### src/rtl/tri2d_mul_arb.sv
// Round-robin arbiter sharing one 3-stage 14x5 multiplier among N_REQ requesters.
// Define TRI2D_MUL_ARB_STATS_EN to add the stat_issue/stat_stall counters.
module tri2d_mul_arb #(
    parameter int N_REQ   = 4,
    parameter int ID_W    = $clog2(N_REQ),
    parameter int MUL_LAT = 3
) (
    input  logic                  clk,
    input  logic                  reset,
    input  logic                  en,
    input  logic [N_REQ-1:0]      req_valid,
    input  logic [N_REQ*14-1:0]   req_a,
    input  logic [N_REQ*5-1:0]    req_b,
    output logic [N_REQ-1:0]      req_ready,
    output logic                  mul_ce,
    output logic [13:0]           mul_din0,
    output logic [4:0]            mul_din1,
    input  logic [16:0]           mul_dout,
    output logic                  rsp_valid,
    input  logic                  rsp_ready,
    output logic [ID_W-1:0]       rsp_id,
    output logic [16:0]           rsp_data,
    output logic                  idle
`ifdef TRI2D_MUL_ARB_STATS_EN
    ,
    output logic [31:0]           stat_issue,
    output logic [31:0]           stat_stall
`endif
);

    typedef enum logic [1:0] {IDLE, RUN, DRAIN} state_t;

    state_t            state;
    state_t            state_next;
    logic [ID_W-1:0]   ptr;
    logic [ID_W-1:0]   winner;
    logic              grant_any;
    logic [MUL_LAT-1:0] tag_valid;
    logic [ID_W-1:0]   tag_id [MUL_LAT];

    // The tag pipeline mirrors the multiplier stages, so its last stage qualifies mul_dout.
    assign rsp_valid = tag_valid[MUL_LAT-1];
    assign rsp_id    = tag_id[MUL_LAT-1];
    assign rsp_data  = mul_dout;
    assign mul_ce    = !(rsp_valid && !rsp_ready);
    assign idle      = (state == IDLE) && (tag_valid == '0);

    // Two passes: first look at or above the pointer, then wrap to the lowest index.
    always_comb begin
        grant_any = 1'b0;
        winner    = '0;
        req_ready = '0;
        mul_din0  = '0;
        mul_din1  = '0;
        if (mul_ce && state == RUN) begin
            for (int j = 0; j < N_REQ; j++) begin
                if (!grant_any && req_valid[j] && (ID_W'(j) >= ptr)) begin
                    grant_any = 1'b1;
                    winner    = ID_W'(j);
                end
            end
            for (int j = 0; j < N_REQ; j++) begin
                if (!grant_any && req_valid[j]) begin
                    grant_any = 1'b1;
                    winner    = ID_W'(j);
                end
            end
            for (int j = 0; j < N_REQ; j++) begin
                if (grant_any && winner == ID_W'(j)) begin
                    req_ready[j] = 1'b1;
                    mul_din0     = req_a[j*14 +: 14];
                    mul_din1     = req_b[j*5 +: 5];
                end
            end
        end
    end

    always_comb begin
        state_next = state;
        case (state)
            IDLE:    if (en) state_next = RUN;
            RUN:     if (!en) state_next = DRAIN;
            DRAIN: begin
                if (en)
                    state_next = RUN;
                else if (tag_valid == '0)
                    state_next = IDLE;
            end
            default: state_next = IDLE;
        endcase
    end

    always_ff @(posedge clk or negedge reset) begin
        if (!reset) begin
            state <= IDLE;
            ptr   <= '0;
        end else begin
            state <= state_next;
            if (grant_any)
                ptr <= (winner == ID_W'(N_REQ - 1)) ? '0 : winner + 1'b1;
        end
    end

    // Shifts only on mul_ce so the tags stay aligned with the stalled multiplier.
    always_ff @(posedge clk or negedge reset) begin
        if (!reset) begin
            tag_valid <= '0;
            for (int s = 0; s < MUL_LAT; s++)
                tag_id[s] <= '0;
        end else if (mul_ce) begin
            tag_valid <= {tag_valid[MUL_LAT-2:0], grant_any};
            tag_id[0] <= winner;
            for (int s = 1; s < MUL_LAT; s++)
                tag_id[s] <= tag_id[s-1];
        end
    end

`ifdef TRI2D_MUL_ARB_STATS_EN
    always_ff @(posedge clk or negedge reset) begin
        if (!reset) begin
            stat_issue <= '0;
            stat_stall <= '0;
        end else begin
            if (grant_any)
                stat_issue <= stat_issue + 32'd1;
            if (!mul_ce)
                stat_stall <= stat_stall + 32'd1;
        end
    end
`endif

endmodule

### config.mk
export PLATFORM = sky130hd
export DESIGN_NAME = tri2d_mul_arb
export DESIGN_NICKNAME = d
export VERILOG_FILES = /design/src/rtl/tri2d_mul_arb.sv
export SDC_FILE = /design/constraint.sdc
export NUM_CORES = 1
export LEC_CHECK = 0
export CAP_MARGIN = 30
export CORE_ASPECT_RATIO = 1.1
export CORE_UTILIZATION = 30
export DETAILED_ROUTE_END_ITERATION = 16
export PLACE_DENSITY_LB_ADDON = 0.05
export SLEW_MARGIN = 20
export SYNTH_ARGS = -nofsm -noshare
export SYNTH_HDL_FRONTEND = slang
export SYNTH_SLANG_ARGS = --single-unit
### constraint.sdc
create_clock -name clk -period 2.3 [get_ports clk]
set_clock_uncertainty 0.15 [all_clocks]
set_input_delay 0.46 -clock clk [delete_from_list [all_inputs] [get_ports clk]]
set_output_delay 0.46 -clock clk [all_outputs]
set_load 0.005 [all_outputs]
## Word level (Yosys, flattened, before mapping)

Index checks and enable logic that the tools add are counted.

- Reductions and logical operators: 31
- Add/subtract/negate cells: 1
- Multiplexer cells: 47
- $lt $le $gt $ge: 4
- Equal/unequal tests: 9

Operators with widths:

| operator | number |
|---|---|
| two-way mux 14 bit | 5 |
| two-way mux 2 bit | 13 |
| two-way mux 5 bit | 5 |
| two-way mux 1 bit | 22 |
| logical AND 1 bit | 18 |
| zero test 1 bit | 9 |
| == test 2 bit, second input constant | 4 |
| case mux 2 bit (3 select lines) | 1 |
| == test 2 x 1 -> 1 bit, second input constant | 2 |
| >= comparator 1 x 2 -> 1 bit, first input constant | 2 |
| >= comparator 2 bit, first input constant | 2 |
| zero test 2 bit | 2 |
| two-way mux 4 bit | 1 |
| inequality test 2 bit, second input constant | 2 |
| zero test 3 bit | 1 |
| inequality test 3 bit, second input constant | 1 |
| AND reduction 3 bit | 1 |
| adder 2 x 1 -> 2 bit, second input constant | 1 |

- Word-level logic and storage cells: 98
- Input bits: 101
- Register bits: 13
- Output and inout bits: 45

## Longest topological paths before layout

- Depth in word-level cells: 43
- Gate-level depth with buffers: 7
- Gate-level depth less buffers: 5

## Least setup slack after synthesis

OpenSTA, ideal clock, no wires.

- Kind: input -> output
- Start point: in req_valid[3]
- End point: out mul_din0[10]
- Data required time: 1.690 ns
- Path buffers: 3
- Slack: 0.079 ns
- Stages on the path: 7
- Data arrival time: 1.611 ns
- Cell sequence: clkbuf_1 mux2i_1 a222oi_1 buf_2 buf_6 nand2_1 a21oi_2

- Word-level cells in the longest chain between the ends: 27
- Elaborated cells on any way between the ends: 39
- Those cells by class: eq/ne: 3; mux: 21; reduce/logical: 15

RTL lines:

| item | RTL line | text |
|---|---|---|
| from (decl) | 11 | `input logic [N_REQ-1:0] req_valid,` |
| logical AND 1 bit (2 in series) | 57 | `if (!grant_any && req_valid[j] && (ID_W'(j) >= ptr)) begin` |
| two-way mux 1 bit | 57 |  |
| two-way mux 1 bit | 55 | `if (mul_ce && state == RUN) begin` |
| zero test 1 bit | 63 | `if (!grant_any && req_valid[j]) begin` |
| logical AND 1 bit | 63 |  |
| two-way mux 1 bit | 63 |  |
| two-way mux 1 bit | 55 |  |
| zero test 1 bit | 63 |  |
| (+8 left out) | n/a |  |
| logical AND 1 bit | 63 |  |
| two-way mux 2 bit | 63 |  |
| two-way mux 2 bit | 55 |  |
| zero test 2 bit | 69 | `if (grant_any && winner == ID_W'(j)) begin` |
| logical AND 1 bit | 69 |  |
| two-way mux 14 bit (3 in series) | 69 |  |
| two-way mux 14 bit (*) | 69 |  |
| two-way mux 14 bit (*) | 55 |  |
| to (decl) | 16 | `output logic [13:0] mul_din0,` |

Mark *: on every way between the ends. The rest lies on a longest branch, timed or not. The select of a mux whose other input is x is not followed.

## Worst setup path in the final report

- Start point: reg ptr[1]
- End point: out mul_din1[3]

- Word-level cells in the longest chain between the ends: 42
- Elaborated cells on any way between the ends: 59
- Those cells by class: order compare: 4; eq/ne: 3; mux: 29; reduce/logical: 23

RTL lines:

| item | RTL line | text |
|---|---|---|
| from (decl) | 35 | `logic [ID_W-1:0] ptr;` |
| from (signal assigned) | 100 | `ptr <= (winner == ID_W'(N_REQ - 1)) ? '0 : winner + 1'b1;` |
| >= comparator 1 x 2 -> 1 bit | 57 |  |
| logical AND 1 bit | 57 |  |
| two-way mux 1 bit | 57 |  |
| two-way mux 1 bit | 55 |  |
| zero test 1 bit | 57 |  |
| logical AND 1 bit (2 in series) | 57 |  |
| two-way mux 1 bit | 57 |  |
| two-way mux 1 bit | 55 |  |
| (+23 left out) | n/a |  |
| logical AND 1 bit | 63 |  |
| two-way mux 2 bit | 63 |  |
| two-way mux 2 bit | 55 |  |
| zero test 2 bit | 69 |  |
| logical AND 1 bit | 69 |  |
| two-way mux 5 bit (3 in series) | 69 |  |
| two-way mux 5 bit (*) | 69 |  |
| two-way mux 5 bit (*) | 55 |  |
| to (decl) | 17 | `output logic [4:0] mul_din1,` |

Marks and branches as above.

==> flow_summary.json <==
{
  "outcome": "complete, but fails checks",
  "violations": "setup timing",
  "rsz0062_at_grt": "yes",
  "synthDistinctLibCells": 39,
  "drc": 0,
  "end_kind": "output port",
  "dp.cells": 346,
  "grt_max_degree": 14,
  "hold_path_class": "flip-flop to flip-flop",
  "tritoncts": "done",
  "die_h_um": 76.32,
  "wl_per_cell_um": 17.66,
  "r2r-start": "ptr[0]$_DFFE_PN0P_",
  "die_area_um2": 5309,
  "fin_area_um2": 3354,
  "dpl_cell_area_um2": 2728,
  "worstMarginPinSlew_ps": 563.7,
  "ios": 146,
  "htreeDepth": 1,
  "fin_setup_tns_ps": -5323,
  "r2r_cells": 9,
  "relSlewSlack_pct": 62.30,
  "dp_hpwl_um": 4459,
  "crit_fanout": 8,
  "synthCells": 178,
  "vdd_drop_max_mv": 0.3598,
  "synth_compound_area_share_pct": 40.86,
  "grt_pass1_wl_um": 10830,
  "final-setup-viol-count": 20,
  "portBuffers": 111,
  "cp-startpoint": "ptr[1]$_DFFE_PN0P_",
  "hold_start": "tag_valid[1]$_DFFE_PN0N_",
  "synth_fa_ha_area_share_pct": 0,
  "fin_ws_ps": -332.4,
  "synthMuxAreaShare_pct": 4.402,
  "power_uw": 2767,
  "syn_nets": 279,
  "syn_avg_cell_area_um2": 8.463,
  "initial_core_util_pct": 31.72,
  "antenna_found_initial": 0,
  "drive_above_1_share_pct": 52.11,
  "nNetsFinal": 434,
  "diodes": 0,
  "syn_area_um2": 1506,
  "fin_crit_ps": 2632,
  "cap_violations": 0,
  "gp_congestion": 0.8938,
  "synth_seq_cells": 13,
  "clk_pin_slew_ps": 60,
  "area_delta_synth_final_pct": 122.7,
  "wl_um": 6854,
  "die_w_um": 69.57,
  "ff2ff_setup_slack_ps": 280,
  "synth_top_family_by_area": "compound AO/OA/AOI/OAI gates",
  "ant_nets": 0,
  "min_path_cells": 1,
  "fill_cells": 390,
  "synthXorXnorAreaFrac_pct": 0,
  "synth-warning-count": 0,
  "core-area_um2": 4750,
  "clock.fmax_mhz": 379.9,
  "core.rowCount": 26,
  "hold_viol_final": 0,
  "crit_required_ps": 1690,
  "clock_latency_ps": 240,
  "grt_use_total_pct": 25.62,
  "vias": 2010,
  "p_leak_uw": 0.001417,
  "synth-seq-area-share_pct": 21.59,
  "multi_input_comb_area_um2": 1171,
  "holdBufCountCts": 0,
  "cts_root_buffer": "clkbuf_8",
  "instances_no_fill": 388,
  "final_util_pct": 70.63,
  "cp_data_arrival_time_ps": 2020,
  "powerDensity_nw_per_um2": 824.9,
  "critPathLaunchType": "flip-flop",
  "min_to": "tag_valid[2]$_DFFE_PN0N_",
  "viasPerCell": 5.180,
  "numCtsBuffers": 3,
  "path_class": "flip-flop to output port",
  "seqCellArea_um2": 327.8,
  "cts_max_path_buffers": 2,
  "grt_pass1_vias": 2143,
  "yosys.area_share.simple_pct": 15.03,
  "drtPass1Iterations": 5,
  "overflow": 0,
  "finalMaxSlewViolations": 0,
  "clkSinkCount": 13,
  "drt-initial-drc-count": 94,
  "regToRegEndpoint": "ptr[1]$_DFFE_PN0P_",
  "finalCritPeriodShare_pct": 114.5
}
==> layout make-up <==
cell class	instances	area share [%]
Multi-Input combinational cell	131	34.91
Inverter	4	0.4476
Tap cell	56	2.089
Sequential cell	13	9.772
Timing Repair Buffer	180	51.44
Clock buffer	4	1.343
==> cells in the final DEF, fill, tap and decap left out, drive strengths merged <==
master,count
nand2,22
or3,2
nor2,5
o21ai,28
and2,2
nor3,1
o211ai,1
mux2i,1
inv,4
clkdlybuf4s50,82
dlygate4sd2,2
bufbuf,2
and2b,2
clkdlybuf4s15,1
a211o,1
buf,90
a221oi,16
nand2b,3
a222oi,4
nor2b,1
nand3,2
a22o,1
a21oi,22
dfrtp,13
clkbuf,7
o41ai,1
a211oi,1
and3,2
nand3b,1
or2,5
a21boi,1
a31oi,1
mux2,5
==> cells by family after synthesis <==
| group | after synthesis |
|---|---|
| flops | 13 |
| mux | 6 |
| simple gates | 46 |
| buf+inv | 36 |
| compound gates | 77 |
==> cells in the mapped netlist (all sizes together) <==
cell type	count	area (µm²)
nor2b	1	6.260
or2	3	18.77
nand3	2	10.01
o21ai	28	143.9
or3	2	17.52
nor3	1	5.000
and3	2	12.51
and2	2	12.51
a211oi	1	12.51
o211ai	1	7.510
a21oi	22	147.6
dfrtp	13	325.3
nor2	5	18.77
inv	4	15.01
a222oi	4	40.04
mux2i	1	10.01
and2b	2	16.27
a21boi	1	7.510
buf	24	197.7
a221oi	16	209.0
o41ai	1	8.760
a211o	1	8.760
nand2b	3	18.77
a31oi	1	21.27
a22o	1	8.760
nand2	22	82.58
mux2	5	56.30
clkbuf	8	60.06
nand3b	1	7.510
==> routing by layer <==
metal | global-route usage [%] | part of all wire [%]
met4 | 6.531 | 0.77
met5 | 0 | 0
met1 | 30.61 | 40
met3 | 3.968 | 7.1
met2 | 47.09 | 52
==> stage by stage <==
stage	setup WS (ps)	hold WS, ps
2_1_floorplan	78.62	14.41
3_3_place_gp	-964.0	312.5
3_5_place_dp	-962.7	316.7
4_1_cts	-343.8	328.9
5_1_grt	-469.8	375.1
6_report	-332.4	330.5
==> timing repair <==
action | in CTS | in global routing
cloned | 7 | 0
gates resized for setup | 159 | 35
setup buffers | 28 | 6
pin swaps | 36 | 25
setup endpoints to repair | 25 | 23
==> power breakdown <==
group	total (µW)	internal (µW)	switching, µW
clock network	202	122	80.2
registers	367	307	60.7
logic	2200	1290	905
total	2770	1720	1050
==> worst max-delay path by stage <==
stage                     cells past startpoint           end
after floorplan                               7  mul_din0[10]
after global placement                        7   mul_din1[3]
after detailed placement                      7   mul_din1[3]
after CTS                                     9   mul_din1[2]
after global routing                          8   mul_din1[3]
final                                         8   mul_din1[3]
==> sequential cells by signal, summed over array words and instances (netlist names) <==
signal,cells
tag_id,4
tag_valid,3
ptr,2
rsp_id,2
state,2
==> critical path: stages, from the launching register on <==
cell      delay (ps)
dfrtp_2          430
buf_6            140
mux2i_1          120
a222oi_1         380
buf_4            210
buf_8            140
nand2_2           60
a211oi_2         170
buf_2            140
Power figures use the tool's default switching activity.
